[src/rtl/grayscale_pkg.sv]
// Shared constants and state encoding for the grayscale frame packer.
package grayscale_pkg;

  typedef enum logic [1:0] {
    IDLE  = 2'd0,
    RUN   = 2'd1,
    FLUSH = 2'd2,
    DONE  = 2'd3
  } state_t;

  localparam int unsigned GRAY_W_R   = 54;
  localparam int unsigned GRAY_W_G   = 183;
  localparam int unsigned GRAY_W_B   = 19;
  localparam int unsigned GRAY_SHIFT = 8;

  localparam int unsigned GRAY_LANES = 4;
  localparam int unsigned GRAY_BITS  = 8;
  localparam int unsigned PIXEL_BITS = 16;
  localparam int unsigned WORD_BITS  = GRAY_LANES * GRAY_BITS;
  localparam int unsigned IDX_W      = $clog2(GRAY_LANES);

endpackage

[src/rtl/rgb565Grayscale.sv]
// Combinational RGB565 to 8-bit grayscale converter (weighted sum, truncating shift).
module rgb565Grayscale
  import grayscale_pkg::*;
(
  input  logic [PIXEL_BITS-1:0] pixel,
  output logic [GRAY_BITS-1:0]  gray
);

  logic [15:0] weighted;

  // Weighted channel sum; max 13792 so 16 bits never overflow.
  always_comb begin
    weighted = 16'(GRAY_W_R) * 16'(pixel[15:11])
             + 16'(GRAY_W_G) * 16'(pixel[10:5])
             + 16'(GRAY_W_B) * 16'(pixel[4:0]);
    gray     = 8'(weighted >> GRAY_SHIFT);
  end

endmodule

[src/rtl/grayscale_frame_packer.sv]
// Frame controller: converts a counted RGB565 stream to gray and packs 4 bytes per word.
module grayscale_frame_packer
  import grayscale_pkg::*;
#(
  parameter int unsigned PIXEL_COUNT_WIDTH = 20
) (
  input  logic                         clock,
  input  logic                         nReset,
  input  logic                         start,
  input  logic [PIXEL_COUNT_WIDTH-1:0] pixelCount,
  output logic                         busy,
  output logic                         done,
  input  logic                         pixelValid,
  input  logic [PIXEL_BITS-1:0]        pixelData,
  output logic                         pixelReady,
  output logic                         wordValid,
  output logic [WORD_BITS-1:0]         wordData,
  output logic                         wordLast,
  input  logic                         wordReady
);

  state_t                       state, state_next;
  logic [PIXEL_COUNT_WIDTH-1:0] remaining;
  logic [IDX_W-1:0]             idx;
  logic [GRAY_BITS-1:0]         lanes [GRAY_LANES-1];
  logic [GRAY_BITS-1:0]         gray;

  logic out_free;
  logic accept;
  logic last_pixel;
  logic idx_full;
  logic start_frame;
  logic load_full;
  logic load_flush;
  logic done_set;

  rgb565Grayscale u_conv (
    .pixel (pixelData),
    .gray  (gray)
  );

  assign out_free   = !wordValid || wordReady;
  assign idx_full   = (idx == IDX_W'(GRAY_LANES - 1));
  assign last_pixel = (remaining == PIXEL_COUNT_WIDTH'(1));
  assign pixelReady = (state == RUN) && (remaining != '0) && (!idx_full || out_free);
  assign accept     = pixelValid && pixelReady;

  // State register.
  always_ff @(posedge clock or negedge nReset) begin
    if (!nReset) state <= IDLE;
    else         state <= state_next;
  end

  // Next-state and datapath control strobes.
  always_comb begin
    state_next  = state;
    start_frame = 1'b0;
    load_full   = 1'b0;
    load_flush  = 1'b0;
    done_set    = 1'b0;
    case (state)
      IDLE: begin
        if (start) begin
          start_frame = 1'b1;
          state_next  = (pixelCount == '0) ? DONE : RUN;
        end
      end
      RUN: begin
        if (accept) begin
          load_full = idx_full;
          if (last_pixel) state_next = idx_full ? DONE : FLUSH;
        end
      end
      FLUSH: begin
        if (out_free) begin
          load_flush = 1'b1;
          state_next = DONE;
        end
      end
      DONE: begin
        // Any word held here is the last one; an empty frame has none.
        if (out_free) begin
          done_set   = 1'b1;
          state_next = IDLE;
        end
      end
      default: state_next = IDLE;
    endcase
  end

  // Frame counters, lane staging and the output word register.
  always_ff @(posedge clock or negedge nReset) begin
    if (!nReset) begin
      busy      <= 1'b0;
      done      <= 1'b0;
      remaining <= '0;
      idx       <= '0;
      wordValid <= 1'b0;
      wordLast  <= 1'b0;
      wordData  <= '0;
      for (int unsigned i = 0; i < GRAY_LANES - 1; i++) lanes[i] <= '0;
    end else begin
      done <= done_set;
      if (start_frame)   busy <= 1'b1;
      else if (done_set) busy <= 1'b0;

      if (start_frame) begin
        remaining <= pixelCount;
        idx       <= '0;
        for (int unsigned i = 0; i < GRAY_LANES - 1; i++) lanes[i] <= '0;
      end else if (accept) begin
        remaining <= remaining - PIXEL_COUNT_WIDTH'(1);
        idx       <= idx + IDX_W'(1);
        // The fourth byte bypasses staging; cleared lanes give zero fill on flush.
        for (int unsigned i = 0; i < GRAY_LANES - 1; i++) begin
          if (idx_full)                lanes[i] <= '0;
          else if (idx == IDX_W'(i))   lanes[i] <= gray;
        end
      end

      if (load_full) begin
        wordData  <= {lanes[0], lanes[1], lanes[2], gray};
        wordValid <= 1'b1;
        wordLast  <= last_pixel;
      end else if (load_flush) begin
        wordData  <= {lanes[0], lanes[1], lanes[2], 8'h00};
        wordValid <= 1'b1;
        wordLast  <= 1'b1;
      end else if (wordValid && wordReady) begin
        wordValid <= 1'b0;
        wordLast  <= 1'b0;
      end
    end
  end

endmodule

[config.mk]
export PLATFORM = sky130hd
export DESIGN_NAME = grayscale_frame_packer
export DESIGN_NICKNAME = d
export VERILOG_FILES = /design/src/rtl/grayscale_pkg.sv /design/src/rtl/rgb565Grayscale.sv /design/src/rtl/grayscale_frame_packer.sv
export SDC_FILE = /design/constraint.sdc
export NUM_CORES = 1
export LEC_CHECK = 0
export BUFFER_PORTS_ARGS = -buffer_cell sky130_fd_sc_hd__buf_2
export CAP_MARGIN = 10
export CORE_ASPECT_RATIO = 0.6
export CORE_MARGIN = 5
export CORE_UTILIZATION = 48
export CTS_CLUSTER_DIAMETER = 120
export DETAILED_ROUTE_END_ITERATION = 7
export PLACE_DENSITY = 0.72
export SYNTH_ARGS = -nofsm -noshare
export SYNTH_HDL_FRONTEND = slang
export SYNTH_SLANG_ARGS = --single-unit
[constraint.sdc]
create_clock -name clock -period 2.5 [get_ports clock]
set_input_delay 0.5 -clock clock [delete_from_list [all_inputs] [get_ports clock]]
set_output_delay 0.5 -clock clock [all_outputs]
set_load 0.005 [all_outputs]
==> out/qor.yml <==
die:
  chipWidth_um: 160.9
  boundaryPins: 78
  die_area_mm2: 0.01618
  num_rows: 33
  start_util: 0.4860
  core_area_mm2: 0.01350
  die_h_um: 100.6
routing:
  antenna_left: 0
  initialDrtViolationCount: 510
  via_count: 5723
  post_drt_wl_per_cell_um: 17.99
  dr.pass1.iters: 6
  viasPerCell: 5.594
  routed_wirelength_mm: 18.41
  route.detailed.drc: 0
clock_tree:
  cts_buffers: 9
  clockBufferDepth: 2
  cts_hold_buf: 0
  clk_latency_ns: 0.35
  cts.sinks: 84
  cts_tree: "done"
  clkTransAtPathRegs_ns: 0.07
  h-tree-depth: 3
  cts-root-buf: "clkbuf_16"
sta:
  hold_viol: 0
  slew_headroom: 0.3422
  setup_slack_ns: -3.447
  min_period_over_period: 2.379
  fin_hold_ws_ns: 0.1216
  period_minus_slack_ns: 5.947
  fmaxAchievable_mhz: 168.2
  finClkSkew_ns: 0.01263
  tightest_slew_ns: 0.9868
  fin_tns_setup_ns: -110.23
  setup_viol_count_final: 71
  rsz0062_at_grt: "yes"
  slew_viol_final: 0
outcome:
  status: "complete, but fails checks"
  violations: "negative setup slack"
yosys:
  synth_area_mm2: 0.006561
  netlist_instances: 655
  ys_top_cells_by_area: "dfrtp_1 32%, ha_1 17%, fa_1 9.2%"
  synth_edf_count: 0
  synth.ff_latch_count: 84
  async_flop_share: 1.000
  synth_warnings: 0
  synthFlopType: "dfrtp_1"
  synth_common_cells: "88 x ha_1, 84 x dfrtp_1, 77 x inv_1"
  avgSynthCellArea_um2: 10.02
  syn_nets: 814
  yosys.area.top_type_share: 0.3204
  synth.distinct_cells: 55
  ys_seq_area_frac: 0.3204
  post-synth-top-count-cell: "ha_1"
  synth_top_cell_by_area: "dfrtp_1"
setup_path:
  worst_path_max_delay_cell: "fa_1"
  cp-end-kind: "flop"
  reg2regPathDepth: 7
  path_class: "in -> reg"
  path_max_fanout: 7
  cp_data_required_time_ns: 2.68
  critPathMaxStageDelay_ns: 0.55
  crit_chain: "buf_6 > fa_1 > inv_2 > fa_1 > inv_1 > fa_1 > inv_2 > fa_1 > inv_2 > ha_4 > inv_4 > xnor2_2 > ha_1 > ha_4 > fa_1 > ha_4 > and4_4 > a41oi_4 > a21oi_4 > o31ai_4 > a2111oi_4 > buf_6 > mux2i_1 > a21oi_1"
  path_delay_family: "adder cells"
  crit_top_cell: "fa_1"
  crit_buf_inv: 7
  worst_setup_path_start_kind: "primary input"
  cp.arrival_ns: 6.13
  cp.depth: 24
cells_and_area:
  stdcell_area_mm2: 0.008932
  insertedDiodeCount: 0
  instances_no_fill: 1023
  finalNetCount: 1002
  drive_gt1_frac: 0.3785
  syn_to_final_growth_pct: 36.14
  n_fill_cell: 979
global_route:
  global_route.usage.total: 0.2257
  grt_pass1_vias: 5882
  grt_overflow: 0
  grt_pass1_wl_mm: 29.17
  antenna_found_initial: 0
  grt_max_degree: 57
placement:
  dp_cells: 983
  hpwl_mm: 13.21
  port_buffers: 77
  post_dp_cell_area_mm2: 0.008024
  place.gp.congestion: 0.9185
run:
  max_cap_violations: 0
worst_hold_path:
  min_path_type: "in -> async"
-- sequential cells by signal, indices dropped and copies added, names as in the netlist --
name and count:
idx 2, state 2, remaining 20, lanes 24, wordData 32, wordValid 1
done 1, wordLast 1, busy 1
-- worst register-to-register path, cell delays in order (launching register included) --
cell      delay [ns]
dfrtp_1         0.39
or4_4           0.54
or4_4           0.49
o311ai_4        0.37
buf_4           0.37
nor3_1          0.13
mux2i_1         0.19
a21oi_1         0.10
-- what timing repair did --
| item | 4_1_cts | 5_1_grt |
|---|---|---|
| endpoints found under the hold margin | 0 | 0 |
| pin swaps | 25 | 25 |
| setup endpoints to repair | 67 | 80 |
| resized for setup | 41 | 39 |
| cloned | 3 | 0 |
| buffers inserted | 14 | 9 |
-- through the flow --
| stage | setup WS (ns) | util |
|---|---|---|
| final | -3.447 | 0.6616 |
| after global routing | -3.664 | 0.6616 |
| after floorplan | -3.375 | - |
| after CTS | -3.385 | 0.6408 |
| after global placement | -3.693 | 0.5943 |
| after detailed placement | -3.831 | 0.5943 |
-- cell type report --
cell class,count,area (um^2),share of cell area
sequential,84,2102,0.2353
clock buffer,9,225.2,0.02521
clock inverter,7,68.82,0.007704
inverter,77,296.5,0.03320
multi-input combinational,479,4648,0.5204
timing repair buffer,192,1373,0.1537
tap,175,219.0,0.02451
-- per-layer routing --
layer | vias to the layer above | track usage | part of all wire
met5 | - | 0 | 0.0031
met4 | 2 | 0.04718 | 0.019
met3 | 49 | 0.06620 | 0.077
met2 | 228 | 0.3582 | 0.46
met1 | 2777 | 0.3115 | 0.44
li1 | 2667 | - | -
-- kinds of logic (layout without fill, tap and decap cells) --
kind of cell | after synthesis | after routing | synth area share
AND/OR/NAND/NOR | 153 | 156 | 0.1182
AO/OA/AOI/OAI | 141 | 141 | 0.1379
adder cells (fa/ha/maj) | 118 | 118 | 0.2593
buffers and inverters | 95 | 285 | 0.05740
flip-flops | 84 | 84 | 0.3204
XOR/XNOR | 36 | 36 | 0.04805
multiplexers | 28 | 28 | 0.05873
-- cell usage in the layout, fill, tap and decap left out, types with 6 or more instances in the layout --
cell type and count:
a21oi_1 29, a21oi_2 7, buf_2 73, buf_4 100, buf_6 13, clkbuf_16 9, dfrtp_1 84, fa_1 29
ha_1 75, ha_4 11, inv_1 70, mux2_4 21, nand2_1 50, nand3_1 14, nand4_1 6, nor2_1 24
nor3_1 8, nor4_1 6, o211ai_1 11, o21ai_0 39, o21ai_1 6, xnor2_1 18, xor2_1 12
-- worst paths after layout --
kind                               start           end  slack, ns
setup / recovery            pixelData[8]     lanes[22]      -3.45
hold / removal                    nReset  wordData[20]       0.12
setup reg to reg            remaining[4]     lanes[22]      -0.24
hold reg to reg              wordData[8]   wordData[8]       0.50
max in group asynchronous         nReset  remaining[2]       1.73
min in group clock         pixelCount[6]  remaining[6]       0.37
Power is not shown: default switching activity piles up to over one toggle a cycle in this logic, so the estimate is an artifact.
